===== src/rtl/mem_miss_ctrl.sv =====
// Cache miss initiator for the single-ported L2 block interface: optional victim
// writeback, mandatory one-cycle request gap, block fill, stall counter and timeout abort.
//
// state    | meaning
// ---------+-------------------------------------------------------------
// S_IDLE   | ready for a miss; latches the cache request on accept
// S_WB     | victim writeback transaction in flight (mem_we=1)
// S_WB_GAP | one cycle with mem_req low so memory restarts its latency
// S_FILL   | block fill transaction in flight (mem_we=0)
// S_RESP   | fill_valid pulse; fill_addr/fill_block hold the result
// S_ABORT  | mem_err pulse after a transaction stalled too long
module mem_miss_ctrl #(
  parameter int BLOCKS   = 4,
  parameter int MAX_WAIT = 64
) (
  input  logic                 clock,
  input  logic                 reset,
  input  logic                 cache_req,
  output logic                 cache_ready,
  input  logic [31:0]          cache_addr,
  input  logic                 cache_wb,
  input  logic [31:0]          cache_wb_addr,
  input  logic [BLOCKS*32-1:0] cache_wb_block,
  output logic                 fill_valid,
  output logic [31:0]          fill_addr,
  output logic [BLOCKS*32-1:0] fill_block,
  output logic                 mem_err,
  output logic [31:0]          stall_cycles,
  output logic                 mem_req,
  output logic [31:0]          mem_addr,
  output logic                 mem_we,
  output logic [BLOCKS*32-1:0] mem_write_block,
  input  logic [BLOCKS*32-1:0] mem_read_block,
  input  logic                 mem_miss
);

  localparam int          BW         = BLOCKS * 32;
  localparam int          OFFS       = $clog2(BLOCKS * 4);
  localparam logic [31:0] ALIGN_MASK = ~((32'd1 << OFFS) - 32'd1);
  localparam logic [31:0] MAX_W      = 32'(MAX_WAIT);

  typedef enum logic [2:0] {
    S_IDLE, S_WB, S_WB_GAP, S_FILL, S_RESP, S_ABORT
  } state_t;

  state_t          r_state, w_next;
  logic [31:0]     r_miss_addr, r_wait, r_stall;
  logic            r_mem_req, r_mem_we, r_fill_valid, r_mem_err;
  logic [31:0]     r_mem_addr, r_fill_addr;
  logic [BW-1:0]   r_mem_wblk, r_fill_block;

  logic            w_accept, w_busy, w_timeout;
  logic [31:0]     w_miss_addr, w_mem_addr_nxt;
  logic [BW-1:0]   w_mem_wblk_nxt;

  always_comb begin
    w_next    = r_state;
    w_accept  = 1'b0;
    w_busy    = (r_state == S_WB) || (r_state == S_FILL);
    w_timeout = (MAX_W != 32'd0) && w_busy && mem_miss && ((r_wait + 32'd1) == MAX_W);
    case (r_state)
      S_IDLE: begin
        if (cache_req) begin
          w_accept = 1'b1;
          w_next   = cache_wb ? S_WB : S_FILL;
        end
      end
      S_WB: begin
        if (!mem_miss)      w_next = S_WB_GAP;
        else if (w_timeout) w_next = S_ABORT;
      end
      S_WB_GAP: w_next = S_FILL;
      S_FILL: begin
        if (!mem_miss)      w_next = S_RESP;
        else if (w_timeout) w_next = S_ABORT;
      end
      S_RESP:   w_next = S_IDLE;
      S_ABORT:  w_next = S_IDLE;
      default:  w_next = S_IDLE;
    endcase

    // Memory-side outputs are registered from the next state so they line up with it.
    w_miss_addr    = w_accept ? (cache_addr & ALIGN_MASK) : r_miss_addr;
    w_mem_addr_nxt = '0;
    w_mem_wblk_nxt = '0;
    if (w_next == S_WB) begin
      w_mem_addr_nxt = w_accept ? (cache_wb_addr & ALIGN_MASK) : r_mem_addr;
      w_mem_wblk_nxt = w_accept ? cache_wb_block : r_mem_wblk;
    end else if (w_next == S_FILL) begin
      w_mem_addr_nxt = w_miss_addr;
    end
  end

  always_ff @(posedge clock) begin
    if (!reset) begin
      r_state      <= S_IDLE;
      r_miss_addr  <= '0;
      r_wait       <= '0;
      r_stall      <= '0;
      r_mem_req    <= 1'b0;
      r_mem_we     <= 1'b0;
      r_mem_addr   <= '0;
      r_mem_wblk   <= '0;
      r_fill_valid <= 1'b0;
      r_mem_err    <= 1'b0;
      r_fill_addr  <= '0;
      r_fill_block <= '0;
    end else begin
      r_state      <= w_next;
      r_miss_addr  <= w_miss_addr;
      r_mem_req    <= (w_next == S_WB) || (w_next == S_FILL);
      r_mem_we     <= (w_next == S_WB);
      r_mem_addr   <= w_mem_addr_nxt;
      r_mem_wblk   <= w_mem_wblk_nxt;
      r_fill_valid <= (w_next == S_RESP);
      r_mem_err    <= (w_next == S_ABORT);
      if (!w_busy)       r_wait <= '0;
      else if (mem_miss) r_wait <= r_wait + 32'd1;
      if (r_mem_req && mem_miss && (r_stall != 32'hFFFF_FFFF))
        r_stall <= r_stall + 32'd1;
      if ((r_state == S_FILL) && !mem_miss) begin
        r_fill_addr  <= r_miss_addr;
        r_fill_block <= mem_read_block;
      end
    end
  end

  assign cache_ready     = (r_state == S_IDLE) & reset;
  assign fill_valid      = r_fill_valid;
  assign fill_addr       = r_fill_addr;
  assign fill_block      = r_fill_block;
  assign mem_err         = r_mem_err;
  assign stall_cycles    = r_stall;
  assign mem_req         = r_mem_req;
  assign mem_addr        = r_mem_addr;
  assign mem_we          = r_mem_we;
  assign mem_write_block = r_mem_wblk;

endmodule


===== config.mk =====
export PLATFORM = sky130hd
export DESIGN_NAME = mem_miss_ctrl
export DESIGN_NICKNAME = d
export VERILOG_FILES = /design/src/rtl/mem_miss_ctrl.sv
export SDC_FILE = /design/constraint.sdc
export NUM_CORES = 1
export LEC_CHECK = 0
export ABC_CLOCK_PERIOD_IN_PS = 8390
export BUFFER_PORTS_ARGS = -buffer_cell sky130_fd_sc_hd__buf_2
export CAP_MARGIN = 20
export CORE_AREA = 8 8 262 264
export CTS_CLUSTER_DIAMETER = 80
export DETAILED_ROUTE_END_ITERATION = 7
export DIE_AREA = 0 0 270 272
export GPL_TIMING_DRIVEN = 0
export PLACE_DENSITY_LB_ADDON = 0.3
export REMOVE_ABC_BUFFERS = 1
export SLEW_MARGIN = 30
export SYNTH_ARGS = -nofsm -noshare
export SYNTH_HDL_FRONTEND = slang
export SYNTH_SLANG_ARGS = --single-unit

===== constraint.sdc =====
create_clock -name clock -period 8.39 [get_ports clock]
set_input_delay 1.2585 -clock clock [delete_from_list [all_inputs] [get_ports clock]]
set_output_delay 1.2585 -clock clock [all_outputs]
set_load 0.01 [all_outputs]

==> results of run 1 <==
-- cells in the mapped netlist (2+ instances only) --
cell	number	area, µm²
a21boi_0	194	1460
a21oi_1	137	686
a221oi_1	8	70.1
a221oi_2	20	300
a22o_1	4	35.0
a31o_2	2	17.5
a31oi_1	3	18.8
and2_1	30	188
and3_1	14	87.6
and4_1	10	87.6
buf_2	25	125
buf_4	3	22.5
buf_6	4	45.0
clkbuf_1	116	435
dfxtp_1	423	8470
ha_1	3	37.5
inv_1	40	150
mux2i_1	33	330
nand2_1	673	2530
nand2b_1	5	31.3
nand3_1	27	135
nand4_1	16	100
nor2_1	40	150
nor2b_1	5	31.3
nor3_1	12	60.1
nor4_1	6	37.5
o211ai_1	28	210
o21ai_0	17	85.1
o31a_1	2	17.5
o31ai_1	2	15.0
or2_2	2	12.5
or3_1	19	119
or4_1	3	22.5
xnor2_1	39	342
xor2_1	22	193
-- power breakdown --
group | total [mW] | internal, mW | switching [mW]
clock | 2.25 | 1.37 | 0.882
sequential | 2.12 | 2.08 | 0.0395
combinational | 0.582 | 0.234 | 0.348
total | 4.95 | 3.68 | 1.27
-- metal layers --
layer | wire length, µm | global-route usage, % | vias to the layer above
li1 | - | - | 7929
met1 | 25200 | 18.4 | 7233
met2 | 31100 | 28.2 | 533
met3 | 5570 | 6.10 | 126
met4 | 2760 | 7.10 | 24
met5 | 161 | 0 | -
-- registers in the layout, summed over array words and instances, names as in the netlist, 3 cells and up --
name	count
fill_block	128
mem_write_block	128
fill_addr	32
mem_addr	32
r_miss_addr	32
r_wait	32
stall_cycles	32
r_state	3
-- how the worst max path moves through the flow --
stage / start / end / slack, ns
after global routing: r_wait[0] / mem_addr[9] / 3.87
final: r_wait[0] / mem_addr[9] / 4.16
after CTS: r_wait[0] / mem_addr[9] / 4.13
after global placement: cache_req / mem_addr[0] / -13.48
after detailed placement: mem_miss / mem_addr[10] / 4.15
after floorplan: cache_req / mem_addr[0] / -4.51
-- placed cells by master (no fill, tap or decap), drive strengths merged, types with 19 or more instances in the layout --
cell and count:
a21boi 194, a21oi 137, a221oi 28, and2 30, buf 723, clkbuf 72, dfxtp 423, inv 43
mux2i 33, nand2 673, nand3 28, nor2 40, o211ai 29, or3 19, xnor2 39, xor2 22
-- worst max-delay path: stages, from the launching register on --
cell,delay [ns]
dfxtp_1,0.43
ha_1,0.24
nand2_1,0.16
nor3_2,0.36
and4_1,0.38
a31oi_1,0.15
o2111ai_2,0.24
nor4_4,0.12
o41ai_4,0.70
buf_4,0.33
buf_4,0.21
and2_4,0.38
buf_12,0.24
a221oi_1,0.11
-- stage by stage --
stage               instances  instance area [µm²]  utilization, %  setup TNS [ns]  power [mW]
floorplan                1856                16200               -         -656.47        2.44
global placement         3393                20700            31.9        -2605.76        2.75
detailed placement       3443                21500            33.2               0        2.75
CTS                      3532                23200            35.9               0        5.04
global route             3537                23300            35.9               0        5.16
finish                   3541                23300            35.9               0        4.95
-- cells by family after synthesis --
family,Yosys count,synth area share (%)
DFF,423,50.2
AOI/OAI and AO/OA,428,18.0
xor gates and xnor gates,61,3.17
muxes,33,1.96
buffers and inverters,190,4.67
and+or+nand+nor,868,21.7
adders and majority gates,3,0.223
-- cell type report --
type | instances | share of cell area (%)
Sequential cell | 423 | 36.4
Clock inverter | 17 | 0.887
Timing Repair Buffer | 723 | 17.9
Multi-Input combinational cell | 1393 | 32.9
Clock buffer | 72 | 6.48
Antenna cell | 9 | 0.0968
Tap cell | 864 | 4.65
Inverter | 40 | 0.645
==> summary by stage, run 1 <==
Cells and area
Compared with the post-synthesis result, the final layout area differs by 38.1%. The number of filler instances in the final layout is 6861. The final net count is 2960. The flip-flop and latch area is 8470 µm².

Summing all multi-input logic gate instances after layout gives 7660 µm². The fraction of final layout cells with drive strength greater than 1 is 31.7%.

Drt
In the routed design, unresolved DRC markers number 0. For this block, the routed nets add up to 64800 µm of wire. The number of vias in the routed layout is 15845. The via density per instance is 4.47.

Dividing the detail-routed wire length by the instance count gives 18.3 µm. For this run, the detailed router's first-pass iteration total came to 5. In this run, the number of DRC markers left after iteration 0 of detailed routing was 836. Once detail routing completed, the nets flagged for antenna violations numbered 0.

Worst setup path
Setup slack on the worst reg-to-reg path comes out at 4.16 ns. In this run the critical register-to-register path is captured at mem_addr[9]. The worst setup path is of the reg2reg kind. Along the worst path, the maximum fanout reaches 15. STA puts the critical path data arrival time at 4.67 ns.

STA puts the critical path data required time at 8.83 ns. The worst setup path is captured at a flop. In this run the critical register-to-register path is launched from r_wait[0].

STA classifies the critical path startpoint as a flop. The worst register-to-register path has a depth of 13.

GRT
The global-route wire length before repair is 95800 µm. The largest net degree at the start of global routing is 107. The via count of the first global-routing pass is 15432. For this run, the total global-route usage over all layers was measured as 16.5%.

The initial antenna violation count is 23. The final global-route overflow total is 0.

Clock network
The count of hold-fix buffers inserted at cts is 0. The clock sink count is 423. The clock-pin transition on the worst setup and hold timing paths is 0.06 ns. The number of cells upsized or downsized after cts is 0. The longest clock path from root to sink contains 3 buffers. The number of setup buffers added after CTS is 0. Clock latency on the worst-skew pair, taken at its later pin, is 0.58 ns. The maximum level of the CTS H-tree is 2. The buffer cell driving the clock tree root is clkbuf_16.

The TritonCTS clock tree is done. The total clock buffers created by CTS is 51.

Floorplan
The overall die height is 272 µm. Measured along the x axis, the die boundary spans 270 µm. The initial utilization of the core area, before any placement, comes to 26.0%. The floorplan step defined a die boundary enclosing 73400 µm².

In this run the count of I/O pins placed on the die edge is 682. The area inside the core boundary is 64800 µm². Row generation in the floorplan step produced 94 rows.

STA
The smallest setup slack after layout is 4.16 ns. The final hold violation count is 0. The setup-violating endpoint count in the final report is 0. The worst path in the final design needs a cycle of 4.23 ns, including I/O delays and setup. The worst hold slack across all endpoints is 0.449 ns. The setup skew after layout is 0.0197 ns. Setup repair after global routing left no endpoint under its margin. At the pin with the least slew margin, the transition time is 0.850 ns. Timing would allow up to 236 MHz. The fraction of the cycle the final worst path needs is 50.4%. The count of pins over their slew limit was 0. In this run the tightest slew margin relative to its limit is 43.1%.

Min path
The hold-critical path depth is 2. The launch point of the worst hold path is mem_write_block[71]. The min-delay analysis places its worst path in the category reg2reg. For hold timing, the worst endpoint is mem_write_block[71].

Yosys
The proportion of synthesized chip area in sequential cells is 50.2%. The average size of a mapped cell is 8.40 µm². Yosys mapped the design onto 54 distinct sky130hd cell types. The most frequently used flop master after synthesis is dfxtp_1.

Synthesis handed over a netlist of 2006 instances. The async set or reset register ratio after synthesis is 0%. During synthesis, Yosys emitted a total of 0 warnings. After synthesis the cells add up to 16900 µm². The number of enable-type register cells in the synthesized netlist is 0. The flip-flop and latch count after synthesis is 423.

Pwr
Across the VDD grid, the largest voltage drop is 0.145 mV. The analysis attributes to cell leakage a power of 9.83 nW. The cell area power density is 213 nW/µm².

Place
The total half-perimeter wirelength after legalization and detailed placement is 49600 µm. The final RePlAce weighted congestion is 0.798. The worst setup slack before clock tree synthesis is 4.15 ns. The number of port buffers is 673.

Flow run
Across the run, the number of max-cap violations was 0.

Run status
The flow ran to the end, and the final reports show no timing, DRC or antenna violations.
Power figures use the tool's default switching activity.
==> inputs of run 2 (changes only) <==
- ABC_CLOCK_PERIOD_IN_PS: 8390 -> 4400
- clock period: 8.39 -> 4.4 ns (I/O delays scaled with it)
==> summary by stage, run 2 (synthesized netlist as in run 1, its figures left out) <==
Run status
The flow ran to the end, and the final reports show no timing, DRC or antenna violations.

Clock network
The maximum level of the CTS H-tree is 2. The latest clock arrival within the worst-skew pair is 0.58 ns. The worst-case clock buffer depth is 3. The TritonCTS clock tree is done. The clock sink count is 423. Counting the buffers created by CTS gives 51. Clock-pin slew was measured on the worst setup and hold paths at 0.06 ns. The buffer cell driving the clock tree root is clkbuf_16.

Floorplan
The number of I/O pins is 682. From bottom edge to top edge, the die measures 272 µm. Measured along the x axis, the die boundary spans 270 µm. The die area is 73400 µm².

The initial standard-cell utilization of the core is 26.0%. The floorplan has 94 rows. The area inside the core boundary is 64800 µm².

Cells and area
The final core utilization is 35.9%. Relative to the synthesized area, the layout overhead comes to 38.2%. Leaving out fill and tap cells, the most frequent cells in the layout are 672 x nand2_1, 672 x buf_2, 423 x dfxtp_1. The filler cells instantiated in the layout total 6860. Registers take 8470 µm². The footprint of the multi-input gates is 7660 µm². The post-route netlist has 31.7% of its cells at a drive strength greater than 1.

The final net count is 2963. The finished cells cover 23300 µm².

Place
The worst setup slack before clock tree synthesis is 0.192 ns. The count of buffers added on input and output ports is 673. The post-place instance area is 21500 µm². The congestion estimate from routability-driven global placement came to 0.798. The total half-perimeter wirelength after legalization and detailed placement is 49600 µm.

GRT
In the global route stage, overall resource usage came out at 16.5%. The largest net degree at the start of global routing is 107. The initial antenna violation count came to 23. The first global-routing pass estimated 95800 µm of wire. The via count of the first global-routing pass is 15432.

For this run the aggregate overflow at the end of global routing stands at 0.

Pwr
For this design the static power due to leakage is 9.83 nW. The cell area power density is 406 nW/µm². The maximum VDD drop is 0.277 mV.

Drt
The detailed-router iteration count before antenna repair is 5. The per-cell routed wire length is 18.3 µm. The initial DRC count is 809. The via density per instance is 4.48. The number of vias in the routed layout is 15893.

The number of DRC violations after detailed routing is 0. The routed wire length is 64800 µm. The post-detailed-route count of antenna-violating nets is 0.

STA
Setup repair after global routing left no endpoint under its margin. Summed over all failing endpoints, the final setup total negative slack is 0 ns. The worst slew margin relative to its limit is 45.2%. The final critical-path required period is 4.10 ns. The count of pins over their slew limit was 0. The smallest setup slack after layout is 0.301 ns. Timing would allow up to 244 MHz. The final hold violation count came to 0. For the pin with the worst max-slew slack, the measured transition is 0.814 ns.

On the final layout, the worst hold slack is 0.319 ns. Of the available clock period, the critical path in the final layout requires 93.2%. The setup-violating endpoint count in the final report is 0.

Across the routed clock network, the largest skew measured is 0.0203 ns.

Worst setup path
The endpoint kind of the worst setup timing path is a flop. The peak fanout along the critical path is 15. STA classifies the critical path startpoint as a flop. The data arrival time of the worst path is 4.57 ns. At the worst endpoint, the required time is 4.87 ns. The worst setup path is of the reg2reg kind.

Min path
The worst hold path belongs to the class in2reg.

Flow run
The reported max-cap violation count is 0.
==> run 2: final timing paths <==
check	startpoint	end	slack, ns	cells past startpoint
min reg2reg	mem_write_block[63]	mem_write_block[63]	0.45	2
min	cache_wb_block[87]	mem_write_block[87]	0.32	3
max	r_wait[0]	mem_addr[9]	0.30	14
max reg2reg	r_wait[0]	mem_addr[9]	0.30	14
==> run 2: layout make-up <==
class                   count  share of cell area [%]
flip-flops and latches    423                    36.4
multi-input cells        1393                    32.9
repair buffers            726                    18.0
clock buffers              72                    6.47
well taps                 864                    4.64
clock inverters            17                   0.886
inverters                  40                   0.645
diodes                      9                  0.0967
==> run 2: stage by stage <==
stage / power (mW) / instances
6_report: 9.45 / 3544
5_1_grt: 9.84 / 3540
4_1_cts: 9.61 / 3532
3_5_place_dp: 5.24 / 3443
3_3_place_gp: 5.24 / 3393
2_1_floorplan: 4.65 / 1856
==> run 2: metal layers <==
layer,vias up,global-route usage [%],part of all wire (%)
li1,7937,-,-
met1,7271,18.4,39
met2,533,28.2,48
met3,128,6.10,8.7
met4,24,7.10,4.3
met5,-,0,0.23
==> run 2: worst max-delay path, stage by stage, from the launching register on <==
cell and delay (ns):
dfxtp_1 0.43, ha_1 0.25, nand2_1 0.16, nor3_2 0.35, and4_1 0.38, o21a_1 0.19, o2111ai_2 0.16, nor4_4 0.56
o41ai_4 0.14, buf_4 0.18, buf_4 0.19, buf_4 0.19, and2_4 0.25, buf_12 0.21, a221oi_1 0.30
==> run 2: power breakdown <==
part / switching, mW / internal [mW]
Clock: 1.68 / 2.61
Sequential: 0.0753 / 3.96
Combinational: 0.665 / 0.453
Total: 2.42 / 7.03
==> run 2: what timing repair did <==
action	CTS	global route
hold buffers	0	0
resized for setup	0	0
setup endpoints to repair	0	15
setup buffers	0	3
